## src/rtl/recon_scorer.sv

```systemverilog
// recon_scorer: thresholds nine sigmoid outputs against the captured input pattern, one element per cycle.
// Optional macro RECON_ERR_SUM_EN builds the |target-y| accumulator; otherwise abs_err_sum is tied to zero.
module recon_scorer #(
   parameter logic signed [19:0] THRESH       = 20'sh08000,
   parameter logic        [3:0]  MAX_MISMATCH = 4'd0
) (
   input  logic               clk,
   input  logic               rst_n,
   input  logic               in_valid,
   output logic               in_ready,
   input  logic [8:0]         x_in,
   input  logic signed [19:0] y_0,
   input  logic signed [19:0] y_1,
   input  logic signed [19:0] y_2,
   input  logic signed [19:0] y_3,
   input  logic signed [19:0] y_4,
   input  logic signed [19:0] y_5,
   input  logic signed [19:0] y_6,
   input  logic signed [19:0] y_7,
   input  logic signed [19:0] y_8,
   output logic               out_valid,
   input  logic               out_ready,
   output logic [8:0]         recon,
   output logic [3:0]         mismatch,
   output logic               pass,
   output logic [23:0]        abs_err_sum
);
   typedef enum logic [1:0] {IDLE, SCAN, DONE} state_t;
   state_t state, state_nx;
   logic [3:0] idx;
   logic [8:0] x_r;
   logic signed [19:0] y_r [9];
   logic signed [19:0] y_sel;
   logic bit_r;
   logic [3:0] mis_nx;
   logic accept;
   always_ff @(posedge clk or negedge rst_n)
      if (!rst_n) state <= IDLE;
      else state <= state_nx;
   always_comb
      state_nx = (state == IDLE && in_valid) ? SCAN :
                 (state == SCAN && idx == 4'd8) ? DONE :
                 (state == DONE && out_ready) ? IDLE : state;
   always_comb begin
      in_ready  = state == IDLE;
      out_valid = state == DONE;
   end
   always_comb begin
      accept = state == IDLE && in_valid;
      y_sel  = y_r[idx];
      bit_r  = y_sel >= THRESH;
      mis_nx = mismatch + {3'b000, bit_r ^ x_r[idx]};
   end
   always_ff @(posedge clk or negedge rst_n)
      if (!rst_n) begin
         idx      <= 4'd0;
         x_r      <= 9'h0;
         recon    <= 9'h0;
         mismatch <= 4'd0;
         pass     <= 1'b1;
         for (int i = 0; i < 9; i++) y_r[i] <= 20'sh0;
      end else if (accept) begin
         idx      <= 4'd0;
         x_r      <= x_in;
         recon    <= 9'h0;
         mismatch <= 4'd0;
         pass     <= 1'b1;
         y_r      <= '{y_0, y_1, y_2, y_3, y_4, y_5, y_6, y_7, y_8};
      end else if (state == SCAN) begin
         idx        <= idx == 4'd8 ? idx : idx + 4'd1;
         recon[idx] <= bit_r;
         mismatch   <= mis_nx;
         pass       <= mis_nx <= MAX_MISMATCH;
      end
`ifdef RECON_ERR_SUM_EN
   logic signed [20:0] diff;
   logic [20:0] mag;
   logic [23:0] acc;
   // 21 bits covers the worst case 1.0 - (-8.0) = 9.0 without overflow
   always_comb begin
      diff = (x_r[idx] ? 21'sh10000 : 21'sh0) - {y_sel[19], y_sel};
      mag  = diff[20] ? -diff : diff;
   end
   always_ff @(posedge clk or negedge rst_n)
      if (!rst_n) acc <= 24'h0;
      else if (accept) acc <= 24'h0;
      else if (state == SCAN) acc <= acc + {3'b000, mag};
   assign abs_err_sum = acc;
`else
   assign abs_err_sum = 24'h0;
`endif
endmodule

```

## config.mk

```make
export PLATFORM = sky130hd
export DESIGN_NAME = recon_scorer
export DESIGN_NICKNAME = d
export VERILOG_FILES = /design/src/rtl/recon_scorer.sv
export SDC_FILE = /design/constraint.sdc
export NUM_CORES = 1
export LEC_CHECK = 0
export ABC_AREA = 0
export BUFFER_PORTS_ARGS = -buffer_cell sky130_fd_sc_hd__buf_2
export CAP_MARGIN = 5
export CORE_MARGIN = 2
export CORE_UTILIZATION = 40
export CTS_CLUSTER_SIZE = 8
export DETAILED_ROUTE_END_ITERATION = 6
export HOLD_SLACK_MARGIN = 0.03
export PLACE_DENSITY_LB_ADDON = 0.1
export SETUP_SLACK_MARGIN = 0.15
export SYNTH_ARGS = -nofsm -noshare
export SYNTH_HDL_FRONTEND = slang
export SYNTH_SLANG_ARGS = --single-unit
```

## constraint.sdc

```tcl
create_clock -name clk -period 3.35 [get_ports clk]
set_input_delay 0.335 -clock clk [delete_from_list [all_inputs] [get_ports clk]]
set_output_delay 0.335 -clock clk [all_outputs]
set_load 0.1 [all_outputs]
```

==> results.ini <==
[clock_tree]
holdBufCountCts = 0
cts_sinks = 74
clock_path_buffers = 2
cts_root_buf = clkbuf_8
worstSkewPairLatency_ns = 0.35
htreeDepth = 3
clk_pin_slew_ns = 0.08
numCtsBuffers = 9
cts_tree = yes

[logic_synthesis]
yosysTopAreaCell = dfrtp_1
ys_async_sr_fraction_pct = 100
synth_warnings = 0
synth_area_um2 = 3690
ys_types = 47
synth-seq-area-share_pct = 50.3
syn_avg_cell_area_um2 = 8.71
synthCells = 423
synth_top_area_share_pct = 49.6
synth_edf_count = 0
ys_seq_elements = 74
synth.area.top_cells = dfrtp_1 50%, nand2_1 19%, buf_4 5.1%
synthFlopType = dfrtp_1

[power]
finalPower_w = 0.00472
p_leak_nw = 2.24
power.ir.vdd_worst_uv = 421
powerDensity_nw_per_um2 = 1120

[final_layout]
drive_above_1_share_pct = 22.5
nFillCells = 955
nets = 675
syn2layout_area_growth_pct = 14.5
layout.cells.non_filler = 592
antenna_cells = 0

[place]
dp.cells = 576
hpwl_um = 5300
gp_congestion = 0.733
portBuffers = 73

[grt]
use_met3_pct = 4.11
grt_busiest_layer = met2
grt_overflow_total = 0
grt_max_degree = 75
grt_pass1_vias = 2727
grtUsageTotal_pct = 16.7
met2_usage_pct = 25.6
grt_pass1_wl_um = 13100
antenna_found_initial = 0
grt_use_met1_pct = 23.3

[setup_path]
worst_ep_arrival_time_ns = 3.14
start_kind = flop
crit_required_ns = 3.63
path_class = flop to flop
worstRegToRegCells = 13
critPathLaunch = idx[2]$_DFFE_PN0P_
critPathMaxStageDelay_ns = 0.53
crit_chain = or2_1, o221ai_1, nor3_1, a31oi_1, o21ai_4, xnor2_1, ha_1, ha_1, nor3_1, a31oi_1, nor4_1, a21oi_1, nand2_1
crit_fanout = 14
end_kind = flop
crit_slowest_cell = dfrtp_2
reg2reg_from = idx[2]$_DFFE_PN0P_

[drt]
via_count = 2776
drt_wl_total_um = 7710
drt_iter0_drc = 115
wl_per_cell_um = 13.0
drc = 0
drt_first_pass_iters = 4
vias_per_cell = 4.69
detail-route-antenna-nets = 0

[sta]
fin_crit_sh_pct = 85.4
setup_viol_count_final = 0
final_hold_viol_count = 0
clock_skew_ns = 0.00888
fin_tns_setup_ns = 0
tightest_slew_ns = 1.00
period_needed_ns = 2.86
slew-limit-headroom_pct = 33.2
max_clock_freq_mhz = 350
final_max_slew_viol_count = 0
rsz0062_at_grt = false

[floorplan]
num_io_pins = 233
fp-row-count = 35
die_y_um = 100
die_area_um2 = 10000
dieWidth_um = 100
start_util_pct = 40.5
core_um2 = 9110

[job]
cap_violations = 0

[worst_hold_path]
hold_path.class = input port to flop
min_delay_path_depth = 2
hold_start = out_ready

[outcome]
status = finished, final reports clean

[layer usage]
metal  vias up  share of wire [%]
li1       1404                  -
met2        65                 44
met4         0                1.4
met5         -                  0
met1      1297                 50
met3        10                4.7
[area by class of cell]
| class | instances | area [µm²] | area share (%) |
|---|---|---|---|
| Sequential cell | 74 | 1860 | 44.0 |
| Multi-Input combinational cell | 309 | 1550 | 36.8 |
| Timing Repair Buffer | 79 | 410 | 9.73 |
| Tap cell | 111 | 139 | 3.29 |
| Clock buffer | 11 | 151 | 3.59 |
| Clock inverter | 5 | 100 | 2.37 |
| Inverter | 3 | 11.3 | 0.267 |
[cells in the final DEF (no fill, tap or decap), types with 2 or more instances in the layout]
master	count
nor4_1	6
nor4b_1	3
bufinv_16	3
nor2_1	8
inv_1	3
conb_1	24
a211oi_1	2
o21ai_0	13
mux2i_1	8
xnor2_1	2
a31oi_1	2
nor3_1	4
clkinv_2	2
ha_1	6
a21oi_1	3
clkbuf_8	11
buf_2	73
buf_4	6
nor2b_1	2
xor2_1	3
dfrtp_1	71
dfrtp_2	2
nand2_1	185
nand3_1	15
[what timing repair did]
action | in CTS | in global routing
hold endpoints to repair | 0 | 0
gates resized for setup | 0 | 2
endpoints found under the setup margin | 0 | 1
setup buffers | 0 | 0
[cell usage after synthesis, types with 2 or more instances]
cell	instances
nor4b_1	3
buf_2	8
buf_4	25
a31oi_1	2
nor3_1	4
o21ai_0	13
nor2b_1	2
buf_1	4
nor4_1	6
nand3_1	15
clkbuf_1	20
dfrtp_1	73
inv_1	3
nand2_1	186
buf_6	2
nor2_1	8
mux2i_1	8
a21oi_1	3
ha_1	6
xnor2_1	2
xor2_1	3
a211oi_1	2
[where the power goes]
| group | switching, W | internal (W) |
|---|---|---|
| registers | 0.000321 | 0.00133 |
| clock network | 0.000330 | 0.000533 |
| logic | 0.00155 | 0.000661 |
| total | 0.00220 | 0.00252 |
[flip-flops by register name, indices dropped and copies added (netlist names)]
signal / count
state: 2
recon: 9
mismatch: 4
pass: 1
x_r: 9
y_r: 45
idx: 4
[logic make-up (layout without fill, tap and decap cells)]
| family | count (synthesis) | in the layout | synth area share, % |
|---|---|---|---|
| multiplexers | 10 | 10 | 3.50 |
| XOR/XNOR | 5 | 5 | 1.19 |
| buffers and inverters | 63 | 98 | 10.1 |
| flip-flops | 74 | 74 | 50.3 |
| AND/OR/NAND/NOR | 233 | 233 | 27.1 |
| adder cells (fa/ha/maj) | 6 | 6 | 2.04 |
| other | 1 | 24 | 0.102 |
| AO/OA/AOI/OAI | 31 | 31 | 5.70 |
[through the flow]
stage / instance area [µm²] / utilization, % / setup slack [ns] / hold slack (ns)
final: 4220 / 46.3 / 0.490 / 0.152
after global routing: 4220 / 46.3 / 0.174 / 0.144
after CTS: 4220 / 46.3 / 0.315 / 0.140
after detailed placement: 3970 / 43.5 / 0.338 / 0.460
after global placement: 3970 / 43.5 / 0.360 / 0.454
after floorplan: 3770 / - / 0.679 / 0.0394
[path summary, 6_finish.rpt]
kind	end	slack [ns]
min	state[1]$_DFFE_PN0P_	0.15
max reg2reg	pass$_DFFE_PN1P_	0.49
max	pass$_DFFE_PN1P_	0.49
min in group asynchronous	mismatch[1]$_DFFE_PN0P_	0.22
max in group asynchronous	idx[2]$_DFFE_PN0P_	2.49
min reg2reg	y_r[18]$_DFFE_PN0P_	0.48
[critical path: cells and delay by family (launching register included)]
kind / cells / cell delay [ns]
xor gates and xnor gates: 1 / 0.15
and+or+nand+nor: 5 / 0.92
AOI/OAI and AO/OA: 5 / 0.76
adders and majority gates: 2 / 0.45
DFF: 1 / 0.53
Note: power is estimated with default switching activity, not from simulation.
